[src/rtl/mul_seq_ctrl.sv]
// rtl/mul_seq_ctrl.sv - iterative 16x16 shift-add multiplier sharing an external 16-bit adder
// Optional early termination on exhausted multiplier bits: define MUL_EARLY_TERM_EN.
module mul_seq_ctrl #(
  parameter int WIDTH = 16
) (
  input  logic               clk,
  input  logic               rst_n,
  input  logic               start,
  input  logic [WIDTH-1:0]   mcand,
  input  logic [WIDTH-1:0]   mplier,
  output logic               busy,
  output logic               done,
  output logic [2*WIDTH-1:0] product,
  output logic [WIDTH-1:0]   add_a,
  output logic [WIDTH-1:0]   add_b,
  output logic               add_cin,
  input  logic [WIDTH-1:0]   add_sum,
  input  logic               add_cout
);

  // One-hot-style encoding so busy/done are single flop bits.
  localparam logic [1:0] ST_IDLE = 2'b00;
  localparam logic [1:0] ST_RUN  = 2'b01;
  localparam logic [1:0] ST_DONE = 2'b10;

  logic [1:0]         state_q, state_d;
  logic [WIDTH-1:0]   mc_q, mc_d;
  logic [WIDTH-1:0]   hi_q, hi_d;
  logic [WIDTH-1:0]   lo_q, lo_d;
  logic [4:0]         cnt_q, cnt_d;
  logic [2*WIDTH-1:0] product_q, product_d;

  logic               early_exit;
  logic [2*WIDTH-1:0] early_product;

`ifdef MUL_EARLY_TERM_EN
  logic [5:0]         early_shamt;
  logic [2*WIDTH-1:0] early_acc;

  // After cnt iterations only lo[15-cnt:0] still holds multiplier bits.
  assign early_acc     = {hi_q, lo_q};
  assign early_shamt   = 6'd16 - {1'b0, cnt_q};
  assign early_exit    = ((lo_q & (16'hFFFF >> cnt_q)) == '0);
  assign early_product = early_acc >> early_shamt;
`else
  assign early_exit    = 1'b0;
  assign early_product = '0;
`endif

  always_comb begin
    state_d   = state_q;
    mc_d      = mc_q;
    hi_d      = hi_q;
    lo_d      = lo_q;
    cnt_d     = cnt_q;
    product_d = product_q;
    add_a     = '0;
    add_b     = '0;
    case (state_q)
      ST_IDLE: begin
        if (start) begin
          mc_d    = mcand;
          hi_d    = '0;
          lo_d    = mplier;
          cnt_d   = '0;
          state_d = ST_RUN;
        end
      end
      ST_RUN: begin
        if (early_exit) begin
          product_d = early_product;
          state_d   = ST_DONE;
        end else begin
          add_a = hi_q;
          add_b = lo_q[0] ? mc_q : '0;
          hi_d  = {add_cout, add_sum[WIDTH-1:1]};
          lo_d  = {add_sum[0], lo_q[WIDTH-1:1]};
          cnt_d = cnt_q + 5'd1;
          if (cnt_q == 5'd15) begin
            product_d = {add_cout, add_sum, lo_q[WIDTH-1:1]};
            state_d   = ST_DONE;
          end
        end
      end
      ST_DONE: state_d = ST_IDLE;
      default: state_d = ST_IDLE;
    endcase
  end

  always_ff @(posedge clk or negedge rst_n) begin
    if (!rst_n) begin
      state_q   <= ST_IDLE;
      mc_q      <= '0;
      hi_q      <= '0;
      lo_q      <= '0;
      cnt_q     <= '0;
      product_q <= '0;
    end else begin
      state_q   <= state_d;
      mc_q      <= mc_d;
      hi_q      <= hi_d;
      lo_q      <= lo_d;
      cnt_q     <= cnt_d;
      product_q <= product_d;
    end
  end

  assign busy    = state_q[0];
  assign done    = state_q[1];
  assign product = product_q;
  assign add_cin = 1'b0;

endmodule

[config.mk]
export PLATFORM = sky130hd
export DESIGN_NAME = mul_seq_ctrl
export DESIGN_NICKNAME = d
export VERILOG_FILES = /design/src/rtl/mul_seq_ctrl.sv
export SDC_FILE = /design/constraint.sdc
export NUM_CORES = 1
export LEC_CHECK = 0
export CAP_MARGIN = 25
export CORE_ASPECT_RATIO = 0.6
export CORE_MARGIN = 1
export CORE_UTILIZATION = 40
export CTS_BUF_LIST = sky130_fd_sc_hd__clkbuf_2
export CTS_CLUSTER_DIAMETER = 120
export CTS_CLUSTER_SIZE = 30
export DETAILED_ROUTE_END_ITERATION = 16
export PLACE_DENSITY_LB_ADDON = 0.05
export SLEW_MARGIN = 10
export SYNTH_ARGS = -nofsm -noshare
export SYNTH_HDL_FRONTEND = slang
export SYNTH_SLANG_ARGS = --single-unit
[constraint.sdc]
create_clock -name clk -period 2.4 [get_ports clk]
set_input_delay 0.24 -clock clk [delete_from_list [all_inputs] [get_ports clk]]
set_output_delay 0.24 -clock clk [all_outputs]
set_load 0.02 [all_outputs]
# Word-level counts from Yosys, hierarchy flattened
# Index checks and enable logic that the tools add are counted.
# Widths: inputs -> output; s select.
[classes]
addsub = 1
mul = 0
div_mod_pow = 0
magnitude_cmp = 0
n_eq_ne = 4
shifts = 0
muxes = 12
n_bitwise = 0
n_reduce_logical = 6
[op_table]
columns = ["operator", "n"]
rows = [
  ["$mux 16", 5],
  ["$pmux 16 s2", 2],
  ["$pmux 5 s2", 1],
  ["$reduce_and 2->1", 4],
  ["$add 5x1->5 const B", 1],
  ["$eq 5x4->1 const B", 1],
  ["$mux 5", 1],
  ["$mux 2", 2],
  ["$ne 2x2->1 const B", 2],
  ["$pmux 2 s2", 1],
  ["$eq 2x1->1 const B", 1],
  ["$logic_not 2->1", 1],
  ["$reduce_bool 2->1", 1],
]
[totals]
register_bits = 87
latch_bits = 0
ramBits = 0
mem_bits_ro = 0
out_inout_bits = 67
n_memories = 0

# Logic depth before layout (Yosys ltp)
[depth]
ltp_word = 3
ltp_mapped = 6
mapped_depth_nobuf = 5

# Least setup slack after synthesis
# OpenSTA, ideal clock, no wires.
[synth_timing]
path_kind = "register to register"
startpoint = "reg cnt_q[0]"
endpoint = "reg product_q[10], in the netlist product[10]"
arrival_ns = 1.540
path_slack_ns = 0.735
stages_incl_launch_ff = 7
n_path_buf = 1
path_cell_list = "dfrtp_1 ha_1 and3_1 ha_1 nand2_2 buf_4 mux2_2"
[synth_between]
elab_chain_cells = 2
[synth_rtl]
columns = ["item", "line_no", "text"]
rows = [
  ["start: declaration", "30", "logic [4:0] cnt_q, cnt_d;"],
  ["start signal: assignment", "103", "cnt_q <= cnt_d;"],
  ["$eq 5x4->1", "79", "if (cnt_q == 5'd15) begin"],
  ["$reduce_and 2->1 (no source line)", "-", ""],
  ["end signal: assignment", "104", "product_q <= product_d;"],
  ["end: declaration", "31", "logic [2*WIDTH-1:0] product_q, product_d;"],
]
# Every way passes these cells.
# A chain may end at the register's enable or synchronous reset.

# Worst setup path in the final report
[layout_timing]
startpoint = "reg state_q[1]"
endpoint = "out done"
[layout_rtl]
columns = ["item", "line_no", "text"]
rows = [
  ["start: declaration", "26", "logic [1:0] state_q, state_d;"],
  ["start signal: assignment", "99", "state_q <= state_d;"],
  ["end: declaration", "12", "output logic done,"],
]
# No word-level cell between the ends.

==> impl_metrics.csv <==
group,metric,value,unit
sta,finalHoldViolCount,0,
sta,final.setup.worst_slack,251.0,ps
clock_tree,clk_pin_slew,210,ps
global_route,grt_overflow,0,
logic_synthesis,postSynthAreaPerCell,13.05,um2
sta,maxSlewViolCount,0,
critical_path,worstSetupPathType,"reg2out",
clock_tree,cts_tree,"yes",
placed_design,dp_slack,527.2,ps
clock_tree,clock_latency,520,ps
run_status,outcome,"finished with violations",
clock_tree,cts_root_buf,"clkbuf_2",
logic_synthesis,synth_cells,277,
route,final_antenna_net_count,0,
global_route,grt_max_degree,37,
critical_path,worst_r2r_path_depth,6,
final_layout,final_common_cell,"dfrtp_1",
critical_path,critical-path-slowest-cell,"clkdlybuf4s50_1",
global_route,grt_use_met1,0.2596,
route,vias,2591,
logic_synthesis,syn_nets,331,
sta,setup_viol,0,
global_route,grt_pass1_vias,2570,
critical_path,path_cells,"buf_4 -> clkdlybuf4s50_1",
sta,max_clock_freq,465.3,MHz
clock_tree,numCtsBuffers,9,
placed_design,gp_congestion,0.6989,
clock_tree,clockBufferDepth,2,
floorplan,die_width,124.7,um
critical_path,worst_setup_path_start_kind,"flop",
logic_synthesis,yosys.area.top_type,"dfrtp_1",
hold_path,worst_hold_path_type,"in2async",
global_route,grt_use_met2,0.2778,
final_layout,layout_common_cells,"dfrtp_1, clkdlybuf4s50_1, mux2_2, dlygate4sd2_1, nand2_1",
logic_synthesis,synth_cell_types,27,
clock_tree,cts.sinks,87,
clock_tree,h-tree-depth,3,
floorplan,start_util,0.4179,
final_layout,post-route-util,0.5782,
sta,min_period,2149,ps
logic_synthesis,synth_edf_count,0,
sta,rsz0062_at_grt,"false",
global_route,top_usage_layer,"met2",
power_and_ir_drop,cellPowerDensity,1287,nW/um2
placed_design,io_buffers,117,
global_route,antenna_found_initial,0,
critical_path,max_stage_delay,650,ps
floorplan,io_pins,119,
critical_path,critical_path.max_fanout,20,
logic_synthesis,yosys-top-cells-area,"dfrtp_1, mux2_2, a22o_1",
route,wl_per_cell,16.42,um
logic_synthesis,ys.flop_type,"dfrtp_1",
route,wl,8.373,mm
placed_design,hpwl,5.453,mm
floorplan,dieArea,9436,um2
global_route,grtUsageTotal,0.1901,
sta,period_share,0.8954,
global_route,use_met3,0.07865,
final_layout,drive_above_1_share,0.1859,
floorplan,fp.dieH,75.65,um
sta,fin_skew,28.21,ps
critical_path,crit_required,2160,ps
logic_synthesis,synth_top_area_share,0.6021,
final_layout,areaGrowthSynthToFinish,38.37,%
sta,fin_tns_setup,0,ps
critical_path,critPathArrivalTime,1910,ps
logic_synthesis,synth_area,3616,um2
floorplan,fp-row-count,26,
run_status,violations,"design-rule violations",
route,drt_pass1_iterations,11,
power_and_ir_drop,vdd_drop_max,0.6276,mV
route,drtIter0Drc,180,
logic_synthesis,synth_warnings,0,
logic_synthesis,async_flop_share,1.000,
global_route,grt_pass1_wl,13.49,mm
floorplan,core_area,8653,um2
route,drc,16,
job,maxCapViolations,0,
logic_synthesis,synth_seq_cells,87,
final_layout,diodes,0,
power_and_ir_drop,power_leakage,2.281,nW
route,via_per_inst,5.080,
sta,tightest_slew,602.3,ps
critical_path,cp-end-kind,"output pin",
logic_synthesis,ys_seq_area_frac,0.6021,
sta,slew_headroom,0.5985,
final_layout,layout.nets,448,
[per-stage QoR]
step | power, mW | cell area, um2 | hold WS (ps) | std cells
detailed placement | 5.845 | 4905 | 210.1 | 494
global placement | 5.782 | 4905 | 200.7 | 494
finish | 6.440 | 5004 | 160.9 | 510
CTS | 6.522 | 5004 | 119.4 | 510
floorplan | 4.379 | 3616 | -55.59 | 277
global route | 6.886 | 5004 | 144.0 | 510
[kinds of logic after synthesis]
kind of cell               share of synthesized area
DFF                                           0.6021
and+or+nand+nor                              0.09274
muxes                                         0.1550
adders and majority gates                   0.006919
buffers and inverters                        0.03633
other                                       0.001037
AOI/OAI and AO/OA                             0.1059
[state kept, by name, indices dropped and copies added, names as in the netlist]
register  count
cnt_q         5
lo_q         16
hi_q         16
product      32
mc_q         16
state_q       2
[repair_timing]
| item | 4_1_cts | 5_1_grt |
|---|---|---|
| hold buffers | 1 | 0 |
| buffers inserted | 0 | 0 |
| hold endpoints to repair | 65 | 0 |
| setup endpoints to repair | 32 | 0 |
| resized for setup | 34 | 0 |
[routing by layer]
layer | share of wire | wire length, um
met5 | 0 | 0
met4 | 0.011 | 88
met3 | 0.086 | 717
met2 | 0.42 | 3556
met1 | 0.48 | 4011
[cells in the mapped netlist, types with 3 or more instances]
master and instances:
inv_1 3, and3_1 17, dfrtp_1 87, a22o_1 17
a22oi_1 16, buf_2 5, nand2_1 19, o21ai_0 17
and2_1 16, buf_4 5, mux2_2 48, clkbuf_1 8
[final cells by class]
class / instances / area [um2]
clock buffers: 9 / 45.04
clock inverters: 6 / 76.32
fillers: 722 / 3650
inverters: 3 / 11.26
multi-input cells: 166 / 1315
flip-flops and latches: 87 / 2177
well taps: 112 / 140.1
repair buffers: 127 / 1239
[power by group]
group	internal, mW	switching (mW)	leakage, nW
sequential	2.13	0.397	1.04
combinational	1.56	1.55	1.16
clock	0.328	0.474	0.0743
total	4.02	2.42	2.28
[final timing paths]
check / start / end / slack, ps
max: state_q[1]$_DFFE_PN0P_ / done / 250
min: rst_n / product[8]$_DFFE_PN0P_ / 160
max reg2reg: cnt_q[0]$_DFFE_PN0P_ / product[12]$_DFFE_PN0P_ / 540
min reg2reg: cnt_q[4]$_DFFE_PN0P_ / cnt_q[4]$_DFFE_PN0P_ / 510
max in group asynchronous: rst_n / lo_q[1]$_DFFE_PN0P_ / 1590
min in group clk: mcand[12] / mc_q[12]$_DFFE_PN0P_ / 310
[worst max-delay path, delay by kind of cell (launching register included)]
family | cells | cell delay (ps)
buffers and inverters | 2 | 930
DFF | 1 | 450
Note: power is estimated with default switching activity, not from simulation.
